**src/rtl/div_pkg.sv**
```systemverilog
// Shared types and sizing for the sequential divider.
// Imported by the step cell and the divider top.
package div_pkg;

  localparam int DW_DEF = 16;
  localparam int VW_DEF = 8;
  localparam int CNT_W  = $clog2(DW_DEF + 1);

  typedef enum logic [1:0] {
    IDLE = 2'd0,
    RUN  = 2'd1,
    DONE = 2'd2
  } state_t;

endpackage

```
**src/rtl/div_step.sv**
```systemverilog
// One restoring-division step: shift in a dividend bit,
// trial-subtract the divisor, keep or restore.
module div_step
  import div_pkg::*;
#(
  parameter int VW = VW_DEF
) (
  input  logic [VW:0]   p_in,
  input  logic          d_bit,
  input  logic [VW-1:0] divisor,
  output logic [VW:0]   p_out,
  output logic          q_bit
);

  logic [VW:0] p_sh;
  logic        unused_msb;

  // p_in is always below the divisor, so its msb is zero
  assign unused_msb = p_in[VW];

  // Trial subtraction decides the quotient bit
  always_comb begin
    p_sh  = {p_in[VW-1:0], d_bit};
    q_bit = (p_sh >= {1'b0, divisor});
    p_out = q_bit ? (p_sh - {1'b0, divisor}) : p_sh;
  end

endmodule

```
**src/rtl/seq_divider.sv**
```systemverilog
// Iterative unsigned restoring divider, one quotient bit
// per clock, with start/busy/done handshake.
module seq_divider
  import div_pkg::*;
#(
  parameter int DW = DW_DEF,
  parameter int VW = VW_DEF
) (
  input  logic          clk,
  input  logic          clr_n,
  input  logic          start,
  input  logic [DW-1:0] dividend,
  input  logic [VW-1:0] divisor,
  output logic          busy,
  output logic          done,
  output logic [DW-1:0] quot,
  output logic [VW-1:0] rem,
  output logic          div_by_zero
);

  localparam int CW = $clog2(DW + 1);
  localparam logic [CW-1:0] LAST = CW'(DW - 1);

  state_t        state;
  logic [DW-1:0] dvd;
  logic [VW-1:0] dvs;
  logic [VW:0]   p;
  logic [CW-1:0] cnt;

  logic [VW:0]   p_nxt;
  logic          q_bit;

  div_step #(
    .VW(VW)
  ) u_step (
    .p_in   (p),
    .d_bit  (dvd[DW-1]),
    .divisor(dvs),
    .p_out  (p_nxt),
    .q_bit  (q_bit)
  );

  // FSM, operand shift register and registered results;
  // quotient bits fill the dividend register from the lsb
  always_ff @(posedge clk or negedge clr_n) begin
    if (!clr_n) begin
      state       <= IDLE;
      dvd         <= '0;
      dvs         <= '0;
      p           <= '0;
      cnt         <= '0;
      busy        <= 1'b0;
      done        <= 1'b0;
      quot        <= '0;
      rem         <= '0;
      div_by_zero <= 1'b0;
    end else begin
      unique case (state)
        IDLE, DONE: begin
          done  <= 1'b0;
          state <= IDLE;
          if (start) begin
            dvd <= dividend;
            dvs <= divisor;
            p   <= '0;
            cnt <= '0;
            if (divisor == '0) begin
              state       <= DONE;
              done        <= 1'b1;
              busy        <= 1'b0;
              quot        <= '1;
              rem         <= '0;
              div_by_zero <= 1'b1;
            end else begin
              state       <= RUN;
              busy        <= 1'b1;
              quot        <= '0;
              rem         <= '0;
              div_by_zero <= 1'b0;
            end
          end
        end
        RUN: begin
          dvd <= {dvd[DW-2:0], q_bit};
          p   <= p_nxt;
          cnt <= cnt + CW'(1);
          if (cnt == LAST) begin
            state <= DONE;
            busy  <= 1'b0;
            done  <= 1'b1;
            quot  <= {dvd[DW-2:0], q_bit};
            rem   <= p_nxt[VW-1:0];
          end
        end
        default: begin
          state <= IDLE;
          busy  <= 1'b0;
          done  <= 1'b0;
        end
      endcase
    end
  end

endmodule
```
**config.mk**
```make
export PLATFORM = sky130hd
export DESIGN_NAME = seq_divider
export DESIGN_NICKNAME = d
export VERILOG_FILES = /design/src/rtl/div_pkg.sv /design/src/rtl/div_step.sv /design/src/rtl/seq_divider.sv
export SDC_FILE = /design/constraint.sdc
export NUM_CORES = 1
export LEC_CHECK = 0
export BUFFER_PORTS_ARGS = -buffer_cell sky130_fd_sc_hd__buf_2
export CAP_MARGIN = 10
export CORE_ASPECT_RATIO = 1.5
export CORE_MARGIN = 4
export CORE_UTILIZATION = 45
export DETAILED_ROUTE_END_ITERATION = 16
export HOLD_SLACK_MARGIN = 0.15
export PLACE_DENSITY_LB_ADDON = 0.12
export SYNTH_ARGS = -nofsm -noshare
export SYNTH_HDL_FRONTEND = slang
export SYNTH_HIERARCHICAL = 1
export SYNTH_SLANG_ARGS = --single-unit
```
**constraint.sdc**
```tcl
create_clock -name clk -period 5.23 [get_ports clk]
set_clock_uncertainty 0.2 [all_clocks]
set_input_delay 1.3075 -clock clk [delete_from_list [all_inputs] [get_ports clk]]
set_output_delay 1.3075 -clock clk [all_outputs]
set_load 0.03 [all_outputs]
```
Word level (Yosys, flattened, before mapping)
Cells that the tools add are included.
{ "totals": {"out_inout_bits": 27, "inputBits": 27, "reg_bits": 66, "wordCells": 52} }
{ "op_classes": {"n_mux": 26, "eq_ne": 5, "magnitude_cmp": 1, "n_reduce_logical": 8, "n_addsub": 2} }
{ "ops": {"columns": ["op", "count"], "rows": [
  ["$mux W16", 4],
  ["$pmux W16 S2", 2],
  ["$mux W8", 4],
  ["$pmux W8 S2", 2],
  ["$pmux W5 S2", 1],
  ["$ge A9 B8 Y1", 1],
  ["$logic_not A8 Y1", 1],
  ["$sub A8 B8 Y8", 1],
  ["$mux W1", 6],
  ["$mux W2", 3],
  ["$reduce_and A2 Y1", 3],
  ["$add A5 B1 Y5 const B", 1],
  ["$eq A5 B4 Y1 const B", 1],
  ["$mux W5", 1],
  ["$ne A2 B2 Y1 const B", 2],
  ["$pmux W1 S2", 2],
  ["$pmux W2 S2", 1],
  ["$reduce_and A3 Y1", 1],
  ["$eq A2 B1 Y1 const B", 1],
  ["$eq A2 B2 Y1 const B", 1],
  ["$logic_not A2 Y1", 1],
  ["$reduce_bool A2 Y1", 1],
  ["$reduce_or A2 Y1", 1]
]} }

Longest topological paths before layout
{ "logic_depth": {"ltp_word": 4, "depth_mapped": 9, "ltp_nobuf": 9} }

Modules after synthesis
Netlist, hierarchy kept.
{ "modules_own_cells": {"columns": ["module", "seq_area_each_um2", "n_inst", "cells_each", "area_per_inst_um2"], "rows": [
  ["seq_divider", 1651.6, 1, 254, 2874.0],
  ["div_step", 0.0, 1, 76, 546.8]
]} }

Least setup slack after synthesis
Ideal clock, no wire load.
{ "synth_path": {"path_kind": "register -> register", "from": "reg p[3]", "to": "reg rem[3]", "path_buffers": 1, "arrival_ns": 2.249, "synth_period_minus_slack_ns": 2.570, "setup_time_ns": 0.121, "setup_slack_ns": 2.660, "stages_incl_launch_ff": 9, "required_ns": 4.909, "path_cell_list": "dfrtp_1 > ha_1 > a21o_1 > o21bai_1 > a211o_1 > or2_1 > buf_6 > mux2_4 > a22o_1"} }
{ "synth_between": {"elab_chain_len": 4} }
{ "synth_rtl": {"columns": ["element", "line", "text"], "rows": [
  ["start: declaration", "seq_divider.sv:27", "logic [VW:0] p;"],
  ["start signal: assignment", "seq_divider.sv:85", "p <= p_nxt;"],
  ["$ge A9 B8 Y1", "div_step.sv:24", "q_bit = (p_sh >= {1'b0, divisor});"],
  ["net q_bit", "seq_divider.sv:31", "logic q_bit;"],
  ["$mux W8", "div_step.sv:25", "p_out = q_bit ? (p_sh - {1'b0, divisor}) : p_sh;"],
  ["net p_nxt[3]", "seq_divider.sv:30", "logic [VW:0] p_nxt;"],
  ["$mux W8", "seq_divider.sv:87", "if (cnt == LAST) begin"],
  ["$pmux W8 S2", "seq_divider.sv:58", "unique case (state)"],
  ["end signal: assignment", "seq_divider.sv:92", "rem <= p_nxt[VW-1:0];"],
  ["end: declaration", "seq_divider.sv:17", "output logic [VW-1:0] rem,"]
]} }
The timed path passes the listed nets, and every way through them passes these cells. The select of a mux whose other input is x is not followed.
A chain may end at the register's enable or synchronous reset.

Final worst setup path
{ "layout_path": {"from": "in start", "to": "reg quot[1]"} }
{ "layout_between": {"elab_chain_len": 2} }
{ "layout_rtl": {"columns": ["element", "line", "text"], "rows": [
  ["start: declaration", "seq_divider.sv:11", "input logic start,"],
  ["$ne A2 B2 Y1 (no source line)", null, null],
  ["$reduce_and A3 Y1 (no source line)", null, null],
  ["end signal: assignment", "seq_divider.sv:91", "quot <= {dvd[DW-2:0], q_bit};"],
  ["end: declaration", "seq_divider.sv:16", "output logic [DW-1:0] quot,"]
]} }
No other way between the ends.

==> run summary <==
The flow ran to the end, and the final reports show no timing, DRC or antenna violations. The final weighted congestion in routability-driven placement is 0.784. The kind of path behind the tightest hold check is reg -> reg.

The peak clock frequency supported by timing is 316 MHz. The number of top-level pins came out at 54. The clock drives 65 sinks. The area of the core region is 7230 sq um. The overall routed net length is 7510 um. The clock slew seen by the registers of the worst setup and hold paths came out at 70 ps. Measured against its own limit, the worst slew margin works out to 24.1%. Traced cell by cell, the critical path runs through buf_2 -> nor2b_4 -> buf_4 -> or2_1 -> a31oi_1. In the synthesized netlist, the number of instances is 321.

The clock latency reported for the late side of the worst-skew pair is 330 ps. TritonCTS built the clock tree. The longest clock path from root to sink contains 2 buffers. The required time of the worst setup path is 5200 ps. The number of buffers added by the clock tree synthesis step is 9. The die height is 114 um. The smallest clock period supported by the final layout is computed as 3160 ps. The cell at the root of the clock tree is clkbuf_8. Cells with a size suffix above 1 make up 25.3% of the layout. The count of nets left with antenna violations after detail routing is 0. The HPWL reported at the end of detailed placement came out at 5430 um. The die covers 8890 sq um. The number of maximum-capacitance constraint violations came out at 0. The number of cells traversed by the worst register-to-register path is 7.

The post-synthesis area per instance is 10.4 sq um. The worst-case setup slack after placement came out at 1720 ps. The leakage power is 1.84 nW. Yosys printed 6 warnings. The area of the mapped netlist came out at 3340 sq um. The violation count after the first detailed-routing iteration is 122. For flop-to-flop paths, the worst setup slack is 2390 ps. The count of endpoints failing hold in the final timing report came out at 0. The die is 78.4 um wide. The post-synthesis to final-layout area growth is 15.5%.

The count of inserted antenna diode cells came out at 0. In this run the critical register-to-register path is captured at quot[1]. The number of levels the H-tree was split into came out at 3. STA classifies the critical path startpoint as a primary input. The via count is 2533. The final setup slack of the worst path is 2070 ps.

The number of I/O port buffers is 53. The utilization of the core after routing came out at 53.4%. The slowest stage of the critical path belongs to the cell or2_1. The initial cell density of the core came out at 46.2%. The path with the worst hold slack has its endpoint at dvs[3]. The number of buffers inserted for hold repair after clock tree synthesis is 0. The count of final max-slew check failures came to 0.

The worst path arrival time is 3130 ps. The actual transition at the worst max-transition pin is 1140 ps. The summed negative setup slack over all endpoints is 0 ps. The total number of placement rows came out at 38. The number of global-route vias before repair was 2569.

The number of nets handed over by synthesis was 359. The post-route cell area came out at 3860 sq um. The number of cells on the worst hold path is 2. The routed via count divided by cell count is 5.38. The launching point of the worst reg2reg path is cnt[0].

The critical path start-end classification is in -> reg. The worst hold path begins at dvs[3]. The buffer and inverter count on the worst path is 2.

Broken down by cell family, the worst path's largest delay share belongs to simple AND/OR/NAND/NOR gates. The final critical path takes up 60.5% of the cycle. The number of optimization iterations in the first detailed-route pass came out at 4. Setup violations remaining at the end of the flow were counted as 0. The number of DRC violations after detailed routing is 0.

Setup repair after global routing left no endpoint under its margin. The number of gates resized after CTS came out at 0. The post-placement cell area is 3630 sq um.

For this run, the slowest stage of the critical path takes 940 ps. The post-route worst hold slack came out at 272 ps. The first global-routing pass estimated 12800 um of wire. After detailed routing, the average wire length per cell comes to 15.9 um. The maximum number of pins on one net before global-route repair is 46. The total global-route track usage came out at 18.7%.

STA classifies the critical path endpoint as a flop. The buffers inserted during post-CTS setup optimization came out at 0. The number of antenna violations at the first check in global routing came out at 0.

Of all nets on the critical path, the largest fanout is 45. The final global-route overflow total came out at 0. The net total in the final layout came out at 404. In this run the power density over the cells is 759 nW/um^2. The peak ir drop on the vdd network came out at 0.000325 V.
==> report_power, final <==
| group | internal [mW] | switching, mW | total, mW |
|---|---|---|---|
| clock network | 0.293 | 0.190 | 0.483 |
| registers | 0.734 | 0.148 | 0.882 |
| logic | 0.647 | 0.916 | 1.56 |
==> registers in the layout (all words and copies together) (netlist names) <==
| register | flops |
|---|---|
| dvd | 16 |
| quot | 16 |
| dvs | 8 |
| p | 8 |
| rem | 8 |
| cnt | 5 |
| busy | 1 |
| div_by_zero | 1 |
| done | 1 |
| state | 1 |
==> layer usage <==
| layer | share of wire, % | GRT usage [%] | up-vias |
|---|---|---|---|
| li1 | - | - | 1229 |
| met1 | 40 | 22.1 | 1247 |
| met2 | 55 | 33.4 | 47 |
| met3 | 3.9 | 4.42 | 10 |
| met4 | 1.5 | 5.60 | 0 |
| met5 | 0 | 0 | - |
==> layout make-up <==
type                       instances  area (sq um)
tap                              100           125
inverter                          14          52.6
multi-input combinational        219          1530
clock inverter                     5          77.6
timing repair buffer              57           295
clock buffer                      11           151
sequential                        65          1630
fill                             701          3370
==> tightest hold or removal path: stages (launching register included) <==
cell and delay, ps:
dfrtp_1 340, nand2_1 50, nand2_1 50
==> cells in the final DEF (no fill, tap or decap), types with 2 or more instances in the layout <==
cell       count
nand2_1       57
a311oi_1       2
a31oi_1        7
a31oi_4       10
buf_4          4
bufinv_16      2
dfrtp_1       65
or2_1          2
clkinv_2       2
nor3b_1        2
nor3_1        19
nand3_1       26
ha_1          10
inv_1         14
a21o_1         4
a22o_1        18
mux2i_1        7
nand2b_1       3
nor2_1         7
o21ai_0        8
clkbuf_8      11
a21oi_1        7
mux2_4         3
xnor2_1        2
buf_2         53
nor4_2         2
==> worst max-delay path by stage <==
stage | startpoint | to | slack [ps] | cells past startpoint
CTS | start | quot[1] | 2090 | 5
global placement | start | quot[1] | 1790 | 5
finish | start | quot[1] | 2070 | 5
floorplan | p[3] | rem[3] | 2670 | 8
global route | start | quot[1] | 1930 | 5
detailed placement | start | quot[1] | 1720 | 5
==> stage by stage <==
stage,total power [mW],instances
floorplan,2.14,321
global placement,2.44,455
detailed placement,2.47,455
CTS,2.97,471
global route,3.19,471
finish,2.93,471
No activity file was read; power rests on OpenSTA's default activity.
